File: src/rtl/pc_gen_pkg.sv
// Shared definitions for the fetch-stage PC generator: pc_sel encodings
// and mtvec mode values.
package pc_gen_pkg;

  localparam int SEL_PC_WIDTH = 3;

  typedef enum logic [SEL_PC_WIDTH-1:0] {
    SEL_PC_NONE  = 3'd0,
    SEL_PC_ADD4  = 3'd1,
    SEL_PC_JAL   = 3'd2,
    SEL_PC_JALR  = 3'd3,
    SEL_PC_MTVEC = 3'd4,
    SEL_PC_MEPC  = 3'd5
  } sel_pc_e;

  localparam logic [1:0] MTVEC_MODE_DIRECT   = 2'b00;
  localparam logic [1:0] MTVEC_MODE_VECTORED = 2'b01;

endpackage

File: src/rtl/pc_target_calc.sv
// Combinational next-PC selection: fixed-priority redirect choice, target
// arithmetic, interrupt vectoring and the instruction-alignment check.
module pc_target_calc
  import pc_gen_pkg::*;
#(
  parameter int XLEN        = 32,
  parameter int IALIGN      = 4,
  parameter bit VECTORED_EN = 1'b1
) (
  input  logic [XLEN-1:0] pc_i,
  input  logic            taken_i,
  input  sel_pc_e         pc_sel_i,
  input  logic [XLEN-1:0] rs1_i,
  input  logic [XLEN-1:0] imm_i,
  input  logic [XLEN-1:0] mtvec_i,
  input  logic [XLEN-1:0] mepc_i,
  input  logic            trap_irq_i,
  input  logic [4:0]      trap_cause_i,
  output logic            is_redirect_o,
  output logic            is_trap_o,
  output logic [XLEN-1:0] target_o,
  output logic            misaligned_o
);

  localparam logic [XLEN-1:0] ALIGN_LSBS = XLEN'(IALIGN - 1);
  localparam logic [XLEN-1:0] BIT0       = XLEN'(1);

  logic [XLEN-1:0] base;
  logic [XLEN-1:0] vec_off;
  logic [XLEN-1:0] jalr_sum;
  logic            flow;

  // Trap returns outrank the branch unit, which outranks decoded jumps.
  always_comb begin
    base          = {mtvec_i[XLEN-1:2], 2'b00};
    vec_off       = {{(XLEN-7){1'b0}}, trap_cause_i, 2'b00};
    jalr_sum      = rs1_i + imm_i;
    is_redirect_o = 1'b1;
    is_trap_o     = 1'b0;
    flow          = 1'b0;
    target_o      = pc_i;
    if (pc_sel_i == SEL_PC_MTVEC) begin
      is_trap_o = 1'b1;
      if (VECTORED_EN && mtvec_i[1:0] == MTVEC_MODE_VECTORED && trap_irq_i)
        target_o = base + vec_off;
      else
        target_o = base;
    end else if (pc_sel_i == SEL_PC_MEPC) begin
      is_trap_o = 1'b1;
      target_o  = mepc_i & ~ALIGN_LSBS;
    end else if (taken_i || pc_sel_i == SEL_PC_JAL) begin
      flow     = 1'b1;
      target_o = pc_i + imm_i;
    end else if (pc_sel_i == SEL_PC_JALR) begin
      flow     = 1'b1;
      target_o = jalr_sum & ~BIT0;
    end else if (pc_sel_i == SEL_PC_ADD4) begin
      is_redirect_o = 1'b0;
      target_o      = pc_i + XLEN'(4);
    end else begin
      is_redirect_o = 1'b0;
    end
    misaligned_o = flow && ((target_o & ALIGN_LSBS) != '0);
  end

endmodule

File: src/rtl/pc_gen.sv
// Architectural PC register for the fetch stage; holds through stalls and
// buffers a redirect that arrives while stalled until the stall releases.
module pc_gen
  import pc_gen_pkg::*;
#(
  parameter int              XLEN         = 32,
  parameter logic [XLEN-1:0] RESET_VECTOR = '0,
  parameter int              IALIGN       = 4,
  parameter bit              VECTORED_EN  = 1'b1
) (
  input  logic            clk,
  input  logic            rst,
  input  logic            stall,
  input  logic            taken,
  input  sel_pc_e         pc_sel,
  input  logic [XLEN-1:0] rs1,
  input  logic [XLEN-1:0] imm,
  input  logic [XLEN-1:0] mtvec,
  input  logic [XLEN-1:0] mepc,
  input  logic            trap_irq,
  input  logic [4:0]      trap_cause,
  output logic [XLEN-1:0] pc,
  output logic            pc_valid,
  output logic            flush,
  output logic            misalign,
  output logic [XLEN-1:0] misalign_va
);

  logic            is_redirect;
  logic            is_trap;
  logic            misaligned;
  logic [XLEN-1:0] target;

  logic [XLEN-1:0] pc_q, pc_d;
  logic [XLEN-1:0] pend_tgt_q, pend_tgt_d;
  logic [XLEN-1:0] misalign_va_q, misalign_va_d;
  logic            pc_valid_q;
  logic            pending_q, pending_d;
  logic            flush_q, flush_d;
  logic            misalign_q, misalign_d;

  pc_target_calc #(
    .XLEN        (XLEN),
    .IALIGN      (IALIGN),
    .VECTORED_EN (VECTORED_EN)
  ) u_calc (
    .pc_i          (pc_q),
    .taken_i       (taken),
    .pc_sel_i      (pc_sel),
    .rs1_i         (rs1),
    .imm_i         (imm),
    .mtvec_i       (mtvec),
    .mepc_i        (mepc),
    .trap_irq_i    (trap_irq),
    .trap_cause_i  (trap_cause),
    .is_redirect_o (is_redirect),
    .is_trap_o     (is_trap),
    .target_o      (target),
    .misaligned_o  (misaligned)
  );

  // While a redirect is buffered only trap entry/return may replace it.
  always_comb begin
    pc_d          = pc_q;
    pending_d     = pending_q;
    pend_tgt_d    = pend_tgt_q;
    flush_d       = 1'b0;
    misalign_d    = 1'b0;
    misalign_va_d = misalign_va_q;
    if (stall) begin
      if (pending_q) begin
        if (is_trap) pend_tgt_d = target;
      end else if (misaligned) begin
        misalign_d    = 1'b1;
        misalign_va_d = target;
      end else if (is_redirect) begin
        pending_d  = 1'b1;
        pend_tgt_d = target;
      end
    end else if (pending_q) begin
      pc_d      = is_trap ? target : pend_tgt_q;
      pending_d = 1'b0;
      flush_d   = 1'b1;
    end else if (misaligned) begin
      misalign_d    = 1'b1;
      misalign_va_d = target;
    end else begin
      pc_d    = target;
      flush_d = is_redirect;
    end
  end

  always_ff @(posedge clk or posedge rst) begin
    if (rst) begin
      pc_q          <= RESET_VECTOR;
      pc_valid_q    <= 1'b0;
      pending_q     <= 1'b0;
      pend_tgt_q    <= '0;
      flush_q       <= 1'b0;
      misalign_q    <= 1'b0;
      misalign_va_q <= '0;
    end else begin
      pc_q          <= pc_d;
      pc_valid_q    <= 1'b1;
      pending_q     <= pending_d;
      pend_tgt_q    <= pend_tgt_d;
      flush_q       <= flush_d;
      misalign_q    <= misalign_d;
      misalign_va_q <= misalign_va_d;
    end
  end

  assign pc          = pc_q;
  assign pc_valid    = pc_valid_q;
  assign flush       = flush_q;
  assign misalign    = misalign_q;
  assign misalign_va = misalign_va_q;

endmodule

File: config.mk
export PLATFORM = sky130hd
export DESIGN_NAME = pc_gen
export DESIGN_NICKNAME = d
export VERILOG_FILES = /design/src/rtl/pc_gen_pkg.sv /design/src/rtl/pc_target_calc.sv /design/src/rtl/pc_gen.sv
export SDC_FILE = /design/constraint.sdc
export NUM_CORES = 1
export LEC_CHECK = 0
export CAP_MARGIN = 20
export CORE_UTILIZATION = 45
export DETAILED_ROUTE_END_ITERATION = 16
export GPL_TIMING_DRIVEN = 1
export HOLD_SLACK_MARGIN = 0.15
export PLACE_DENSITY = 0.72
export REMOVE_ABC_BUFFERS = 1
export SETUP_SLACK_MARGIN = 0.1
export SLEW_MARGIN = 0
export SYNTH_ARGS = -nofsm -noshare
export SYNTH_HDL_FRONTEND = slang
export SYNTH_SLANG_ARGS = --single-unit
File: constraint.sdc
create_clock -name clk -period 4.86 [get_ports clk]
set_clock_uncertainty 0.05 [all_clocks]
set_input_delay 1.458 -clock clk [delete_from_list [all_inputs] [get_ports clk]]
set_output_delay 1.458 -clock clk [all_outputs]
set_load 0.005 [all_outputs]
==> results of run 1 <==
report_power, final:
part	internal (mW)	leakage, nW	switching [mW]	total (mW)
Combinational	1.74	4.12	1.92	3.65
Clock	0.517	0.169	0.313	0.831
Sequential	1.21	1.22	0.463	1.67
per-stage QoR:
stage	setup TNS, ns	area, µm²
final	0	13000
after global placement	-0.0110	12600
after CTS	0	13000
after floorplan	0	9800
after detailed placement	-0.000934	12600
after global routing	0	13000
logic make-up (layout without fill, tap and decap cells):
kind of cell    after synthesis  count (layout)  share of synthesized area [%]
simple gates                477             477                           23.7
compound gates              428             428                           27.4
flops                       100             100                           24.9
xor+xnor                     89              89                           7.75
buf+inv                      87             305                           3.63
fa+ha+maj                    70              70                           8.94
mux                          34              34                           3.63
other cells                   1               1                         0.0373
metal layers:
layer	wire length [µm]	vias to the layer above	share of wire [%]	GRT usage [%]
li1	-	5168	-	-
met1	16800	5131	46	47.2
met2	16300	485	45	49.7
met3	2880	34	7.9	3.20
met4	476	0	1.3	5.95
met5	0	-	0	0
worst max path at each step:
stage	slack [ns]	depth (start not counted)	start	endpoint
2_1_floorplan	0.49	10	pc_sel[1]	pc[14]$_DFFE_PP0P_
3_3_place_gp	-0.01	14	imm[0]	pc[30]$_DFFE_PP0P_
3_5_place_dp	-0.0009	14	imm[0]	pc[12]$_DFFE_PP0P_
4_1_cts	0.31	14	imm[0]	pc[12]$_DFFE_PP0P_
5_1_grt	0.10	14	imm[0]	pc[30]$_DFFE_PP0P_
6_report	0.28	13	imm[1]	pc[30]$_DFFE_PP0P_
area by class of cell:
class	instances	share of cell area, %
clock buffers	10	1.84
inverters	30	0.886
clock inverters	5	0.828
repair buffers	260	19.2
multi-input cells	1099	55.3
flip-flops and latches	100	19.3
well taps	280	2.70
critical path: stages:
cell and delay (ns):
clkdlybuf4s50_1 0.52, inv_1 0.11, fa_1 0.43, and2b_1 0.26, o211ai_2 0.10, and3b_2 0.25, nor4_4 0.38, a2bb2oi_2 0.27
a41o_1 0.28, nor4_1 0.07, a211oi_1 0.34, buf_4 0.19, a31oi_1 0.07
cells in the mapped netlist, drive strengths merged (19+ instances only):
cell / count / share of area [%]
nand2: 173 / 6.5
o21ai: 126 / 6.5
a21oi: 113 / 5.7
dfrtp: 100 / 25
nor2: 94 / 3.6
ha: 67 / 8.3
xnor2: 52 / 4.5
nand3: 49 / 2.4
xor2: 37 / 3.2
clkbuf: 36 / 1.3
and3: 32 / 2.0
inv: 30 / 1.1
a31oi: 29 / 1.8
a21o: 26 / 1.9
nor3: 22 / 1.2
buf: 21 / 1.2
nand4: 21 / 1.4
o211ai: 21 / 1.7
nand2b: 19 / 1.3
flip-flops by register name, summed over array words and instances (netlist names):
register	flops
misalign_va	32
pc	32
pend_tgt_q	32
flush	1
misalign	1
pc_valid	1
pending_q	1
placed cells by master (no fill, tap or decap), types with 26 or more instances in the layout:
cell type	Yosys	routed
a21o_1	26	26
xor2_1	37	37
clkdlybuf4s50_1	0	205
and3_1	32	32
o21ai_1	40	40
o21ai_0	81	81
xnor2_1	52	52
a31oi_1	29	29
ha_1	67	67
dfrtp_1	100	100
nand2_1	172	172
a21oi_1	112	112
buf_4	7	53
nor2_1	91	90
inv_1	28	27
nand3_1	49	49
==> impl_metrics.prom, run 1 <==
# TYPE chip_impl_metric gauge
chip_impl_info{name="status",value="completed"} 1
chip_impl_metric{name="cts_buffers",unit=""} 9
chip_impl_metric{name="design.die.area",unit="µm²"} 22900
chip_impl_metric{name="reg2regPathDepth",unit=""} 13
chip_impl_metric{name="synth_warn",unit=""} 0
chip_impl_metric{name="number_of_synthesized_register_bits",unit=""} 100
chip_impl_metric{name="number_of_violations_reported_at_the_end_of_detailed_routing_iteration_0",unit=""} 820
chip_impl_metric{name="setup.reg_to_reg.worst_slack",unit="ns"} 1.44
chip_impl_metric{name="avgSynthCellArea",unit="µm²"} 7.82
chip_impl_metric{name="report.final.slew_viol_count",unit=""} 0
chip_impl_metric{name="vdd.ir_drop.worst",unit="V"} 0.000233
chip_impl_metric{name="wl_per_cell",unit="µm"} 20.5
chip_impl_metric{name="post-layout-total-power",unit="mW"} 6.15
chip_impl_metric{name="worstPathRequired",unit="ns"} 5.01
chip_impl_info{name="r2r-start",value="pc[0]$_DFFE_PP0P_"} 1
chip_impl_metric{name="insertedDiodeCount",unit=""} 0
chip_impl_metric{name="cts.clk_slew.worst_paths",unit="ns"} 0.07
chip_impl_metric{name="postRouteWirelength",unit="mm"} 36.5
chip_impl_metric{name="final.period_utilization",unit="%"} 94.2
chip_impl_metric{name="postRouteAntennaNets",unit=""} 0
chip_impl_metric{name="seq_area_frac_synth",unit="%"} 24.9
chip_impl_metric{name="max-cap-violations",unit=""} 0
chip_impl_metric{name="detail_route.drc_violations",unit=""} 0
chip_impl_metric{name="cts_buffer_depth",unit=""} 2
chip_impl_metric{name="rows",unit=""} 54
chip_impl_metric{name="boundaryPins",unit=""} 208
chip_impl_metric{name="drt_first_pass_iters",unit=""} 5
chip_impl_metric{name="cts_htree_levels",unit=""} 3
chip_impl_metric{name="grt_antenna_before_repair",unit=""} 0
chip_impl_metric{name="finalHoldViolations",unit=""} 0
chip_impl_metric{name="avgViaCountPerCell",unit=""} 6.06
chip_impl_metric{name="period_needed",unit="ns"} 4.58
chip_impl_metric{name="report.final.setup_viol",unit=""} 0
chip_impl_metric{name="grt-ovfl-total",unit=""} 0
chip_impl_metric{name="yosys.cell_types.count",unit=""} 101
chip_impl_metric{name="syn_to_final_growth",unit="%"} 29.2
chip_impl_info{name="root_driver",value="clkbuf_16"} 1
chip_impl_info{name="hold_end",value="pend_tgt_q[28]$_DFFE_PP0P_"} 1
chip_impl_metric{name="postSynthCellCount",unit=""} 1286
chip_impl_metric{name="p_per_area",unit="nW/µm²"} 474
chip_impl_info{name="rsz0062_at_grt",value="no"} 1
chip_impl_metric{name="die_width",unit="µm"} 151
chip_impl_metric{name="first_global_vias",unit=""} 9805
chip_impl_metric{name="leakage",unit="nW"} 5.51
chip_impl_info{name="hold_class",value="flop to flop"} 1
chip_impl_metric{name="mappedNetlistArea",unit="µm²"} 10100
chip_impl_metric{name="numPlacedInstances",unit=""} 1769
chip_impl_metric{name="io_buffers",unit=""} 205
chip_impl_metric{name="core-area",unit="µm²"} 21900
chip_impl_metric{name="final_util",unit="%"} 59.4
chip_impl_metric{name="worst_slew_pin_slew",unit="ns"} 1.02
chip_impl_info{name="cp_endpoint_kind",value="flop"} 1
chip_impl_metric{name="final_critical_path_setup_slack",unit="ns"} 0.280
chip_impl_metric{name="dp_hpwl",unit="mm"} 29.0
chip_impl_metric{name="timing.critical_path.fanout_max",unit=""} 4
chip_impl_metric{name="dp_slack",unit="ns"} -0.000934
chip_impl_metric{name="gp_routability_congestion",unit=""} 0.970
chip_impl_metric{name="seq_area",unit="µm²"} 2500
chip_impl_metric{name="max_freq",unit="MHz"} 218
chip_impl_metric{name="worst_hold_path.num_cells",unit=""} 2
chip_impl_metric{name="floorplan.initialDensity",unit="%"} 45.9
chip_impl_metric{name="floorplan.die.height",unit="µm"} 151
chip_impl_metric{name="cts_repair_resize_count",unit=""} 0
chip_impl_metric{name="synthArstFlopShare",unit="%"} 100
chip_impl_metric{name="worstSkewPairLatency",unit="ns"} 0.35
chip_impl_metric{name="cts_sinks",unit=""} 100
chip_impl_metric{name="multi_input_comb_area",unit="µm²"} 7190
chip_impl_metric{name="vias_after_detailed_routing",unit=""} 10818
chip_impl_info{name="worstHoldStart",value="pend_tgt_q[28]$_DFFE_PP0P_"} 1
chip_impl_metric{name="n_fill_cell",unit=""} 2011
chip_impl_metric{name="layout.cells.non_filler",unit=""} 1784
chip_impl_metric{name="synth_edf_count",unit=""} 0
chip_impl_metric{name="layout.nets",unit=""} 1711
chip_impl_metric{name="grt_first_pass_wirelength",unit="mm"} 55.0
chip_impl_info{name="tritoncts",value="done"} 1
chip_impl_metric{name="drive_gt1_share",unit="%"} 9.38
chip_impl_metric{name="post_cts_buffers",unit=""} 0
chip_impl_metric{name="grt_use_total",unit="%"} 31.7
chip_impl_info{name="timing.critical_path.from_type",value="input port"} 1
chip_impl_metric{name="grt_max_degree",unit=""} 51
chip_impl_info{name="synthFlopType",value="dfrtp_1"} 1
chip_impl_metric{name="worstPathArrival",unit="ns"} 4.73
chip_impl_metric{name="holdWs",unit="ns"} 0.421
chip_impl_info{name="criticalPathCategory",value="input port to flop"} 1
chip_impl_metric{name="cts.hold.buffers_added",unit=""} 0
chip_impl_metric{name="max-slew-margin-rel",unit="%"} 30.9
chip_impl_info{name="regToRegEndpoint",value="pc[30]$_DFFE_PP0P_"} 1
No activity file was read; power rests on OpenSTA's default activity.
==> run 2, diff against run 1 <==
--- a/config.mk
+++ b/config.mk
@@ -6,8 +6,10 @@
 export NUM_CORES = 1
 export LEC_CHECK = 0
 export CAP_MARGIN = 20
+export CORE_MARGIN = 2
 export CORE_UTILIZATION = 45
 export DETAILED_ROUTE_END_ITERATION = 16
+export GPL_ROUTABILITY_DRIVEN = 0
 export GPL_TIMING_DRIVEN = 1
 export HOLD_SLACK_MARGIN = 0.15
 export PLACE_DENSITY = 0.72
==> run 2 against run 1 <==
Highest routed layer unchanged. Final cell count decreased by 0.90%. Worst hold slack improved by 0.0016 ns. Largest power group unchanged. First-iteration DRC count increased by 26%. Count of clock-buffer cells in the layout decreased by 1. Sequential share of layout area increased by 0.25 points.
==> impl_metrics.prom, run 2 (synthesis results as in run 1) <==
# TYPE chip_impl_metric gauge
chip_impl_metric{name="cts_buffer_depth",unit=""} 2
chip_impl_metric{name="grt-ovfl-total",unit=""} 0
chip_impl_metric{name="reg2regPathDepth",unit=""} 13
chip_impl_metric{name="clock_power_share",unit="%"} 12.1
chip_impl_metric{name="avgViaCountPerCell",unit=""} 6.10
chip_impl_metric{name="worst_hold_path.num_cells",unit=""} 2
chip_impl_info{name="worstSetupStartpoint",value="pc_sel[0]"} 1
chip_impl_metric{name="max-cap-violations",unit=""} 0
chip_impl_metric{name="cts_htree_levels",unit=""} 3
chip_impl_metric{name="detail_route.drc_violations",unit=""} 0
chip_impl_metric{name="max-slew-margin-rel",unit="%"} 34.4
chip_impl_info{name="criticalPathCategory",value="input port to flop"} 1
chip_impl_metric{name="core-area",unit="µm²"} 21900
chip_impl_metric{name="area_post_placement",unit="µm²"} 12500
chip_impl_metric{name="drive_gt1_share",unit="%"} 8.47
chip_impl_info{name="tritoncts",value="done"} 1
chip_impl_metric{name="layout.nets",unit=""} 1694
chip_impl_metric{name="grt_max_degree",unit=""} 68
chip_impl_metric{name="finalHoldViolations",unit=""} 0
chip_impl_metric{name="layout.cells.non_filler",unit=""} 1768
chip_impl_metric{name="seq_power_share",unit="%"} 27.9
chip_impl_info{name="worstHoldStart",value="pend_tgt_q[20]$_DFFE_PP0P_"} 1
chip_impl_info{name="mostFrequentLayoutCells",value="clkdlybuf4s50_1 (205), nand2_1 (172), a21oi_1 (112), dfrtp_1 (100), nor2_1 (90)"} 1
chip_impl_metric{name="cts_sinks",unit=""} 100
chip_impl_info{name="rsz0062_at_grt",value="no"} 1
chip_impl_metric{name="numPlacedInstances",unit=""} 1752
chip_impl_metric{name="worstPathArrival",unit="ns"} 4.86
chip_impl_metric{name="insertedDiodeCount",unit=""} 0
chip_impl_info{name="status",value="completed"} 1
chip_impl_metric{name="period_needed",unit="ns"} 4.63
chip_impl_metric{name="cts_buffers",unit=""} 9
chip_impl_metric{name="grt_use_total",unit="%"} 28.9
chip_impl_metric{name="vdd.ir_drop.worst",unit="V"} 0.000220
chip_impl_info{name="hold_class",value="flop to flop"} 1
chip_impl_metric{name="design.die.area",unit="µm²"} 23600
chip_impl_metric{name="floorplan.die.height",unit="µm"} 153
chip_impl_info{name="cp_endpoint_kind",value="flop"} 1
chip_impl_metric{name="drt_first_pass_iters",unit=""} 6
chip_impl_metric{name="cts.clk_slew.worst_paths",unit="ns"} 0.07
chip_impl_metric{name="timing.critical_path.fanout_max",unit=""} 35
chip_impl_info{name="timing.critical_path.from_type",value="input port"} 1
chip_impl_metric{name="cell_internal_pwr",unit="mW"} 3.30
chip_impl_metric{name="die_width",unit="µm"} 153
chip_impl_metric{name="worstPathRequired",unit="ns"} 5.08
chip_impl_metric{name="worstSkewPairLatency",unit="ns"} 0.34
chip_impl_metric{name="switching_share",unit="%"} 44.6
chip_impl_metric{name="cts.hold.buffers_added",unit=""} 0
chip_impl_metric{name="finish.instance_area",unit="µm²"} 12800
chip_impl_metric{name="syn_to_final_growth",unit="%"} 27.6
chip_impl_metric{name="share_comb_of_total_power",unit="%"} 60.0
chip_impl_metric{name="power.net_switching",unit="mW"} 2.65
chip_impl_metric{name="vias_after_detailed_routing",unit=""} 10776
chip_impl_metric{name="final_util",unit="%"} 58.6
chip_impl_info{name="r2r-start",value="pc[0]$_DFFE_PP0P_"} 1
chip_impl_info{name="hold_end",value="pend_tgt_q[20]$_DFFE_PP0P_"} 1
chip_impl_metric{name="wl_per_cell",unit="µm"} 19.7
chip_impl_info{name="layout.cells.most_common",value="clkdlybuf4s50_1"} 1
chip_impl_metric{name="leakage",unit="nW"} 5.40
chip_impl_metric{name="dp_hpwl",unit="mm"} 27.8
chip_impl_metric{name="first_global_vias",unit=""} 10112
chip_impl_metric{name="io_buffers",unit=""} 205
chip_impl_info{name="root_driver",value="clkbuf_16"} 1
chip_impl_metric{name="max_freq",unit="MHz"} 216
chip_impl_metric{name="setup.reg_to_reg.worst_slack",unit="ns"} 1.43
chip_impl_metric{name="p_per_area",unit="nW/µm²"} 464
chip_impl_metric{name="worst_slew_pin_slew",unit="ns"} 0.972
chip_impl_metric{name="final.period_utilization",unit="%"} 95.3
chip_impl_metric{name="report.final.slew_viol_count",unit=""} 0
chip_impl_metric{name="grt_first_pass_wirelength",unit="mm"} 54.5
chip_impl_metric{name="postRouteAntennaNets",unit=""} 0
chip_impl_metric{name="boundaryPins",unit=""} 208
chip_impl_info{name="regToRegEndpoint",value="misalign_va[30]$_DFFE_PP0P_"} 1
chip_impl_metric{name="grt_antenna_before_repair",unit=""} 0
chip_impl_metric{name="number_of_violations_reported_at_the_end_of_detailed_routing_iteration_0",unit=""} 1030
chip_impl_metric{name="fin_setup_tns",unit="ns"} 0
chip_impl_metric{name="rows",unit=""} 54
chip_impl_metric{name="report.final.setup_viol",unit=""} 0
chip_impl_metric{name="postRouteWirelength",unit="mm"} 34.9
chip_impl_metric{name="floorplan.initialDensity",unit="%"} 45.9
==> run 2: cell count changes in the layout (fill, tap and decap cells not counted) <==
| cell | change |
|---|---|
| inv_6 | -1 |
| a211oi_2 | +1 |
| buf_4 | -17 |
| clkinvlp_4 | +4 |
| a211oi_1 | -1 |
| clkinv_4 | +1 |
| bufinv_16 | -2 |
| clkbuf_8 | -1 |
==> run 2: worst max-delay path by stage <==
stage	end	slack, ns
after floorplan	pc[14]$_DFFE_PP0P_	0.49
after global placement	misalign_va[30]$_DFFE_PP0P_	-0.06
after detailed placement	misalign_va[30]$_DFFE_PP0P_	-0.09
after CTS	misalign_va[30]$_DFFE_PP0P_	0.26
after global routing	pc[14]$_DFFE_PP0P_	0.11
final	pc[14]$_DFFE_PP0P_	0.23
==> run 2: timing repair <==
item,4_1_cts,5_1_grt
resized for setup,0,1
setup buffers,0,0
setup endpoints to repair,0,3
==> run 2: cell type report <==
type,count,area [µm²]
Clock inverter,7,77.6
Fill cell,2032,9060
Sequential cell,100,2500
Tap cell,280,350
Clock buffer,9,225
Inverter,30,115
Timing Repair Buffer,243,2360
Multi-Input combinational cell,1099,7190
==> run 2: per-layer routing <==
| metal | share of wire, % | global-route usage [%] | wire, µm |
|---|---|---|---|
| met1 | 43 | 41.3 | 15100 |
| met2 | 44 | 44.8 | 15300 |
| met3 | 9.4 | 4.11 | 3290 |
| met4 | 3.4 | 9.70 | 1200 |
| met5 | 0 | 0 | 0 |
==> run 2: power groups by stage <==
stage / registers (mW) / logic (mW) / clock network, mW
6_report: 1.66 / 3.57 / 0.720
5_1_grt: 1.70 / 3.89 / 0.758
4_1_cts: 1.64 / 3.51 / 0.727
3_5_place_dp: 1.65 / 3.49 / 0
3_3_place_gp: 1.64 / 3.43 / 0
2_1_floorplan: 1.52 / 2.12 / 0
==> run 2: worst max-delay path, cell delays in order <==
cell and delay (ns):
clkdlybuf4s50_1 0.76, nor3b_1 0.14, or2_1 0.25, a22o_1 0.29, a21o_1 0.20, nand2_2 0.08
inv_2 0.05, nor2_4 0.64, nand2_1 0.53, a211o_1 0.37, nand3_1 0.07
==> run 2: through the flow <==
step           total power [mW]  worst slack (ns)  hold slack, ns
4_1_cts                    5.88             0.259           0.424
2_1_floorplan              3.64             0.489           0.390
3_3_place_gp               5.07           -0.0619           0.402
6_report                   5.95             0.229           0.422
3_5_place_dp               5.14           -0.0858           0.408
5_1_grt                    6.34             0.109           0.446
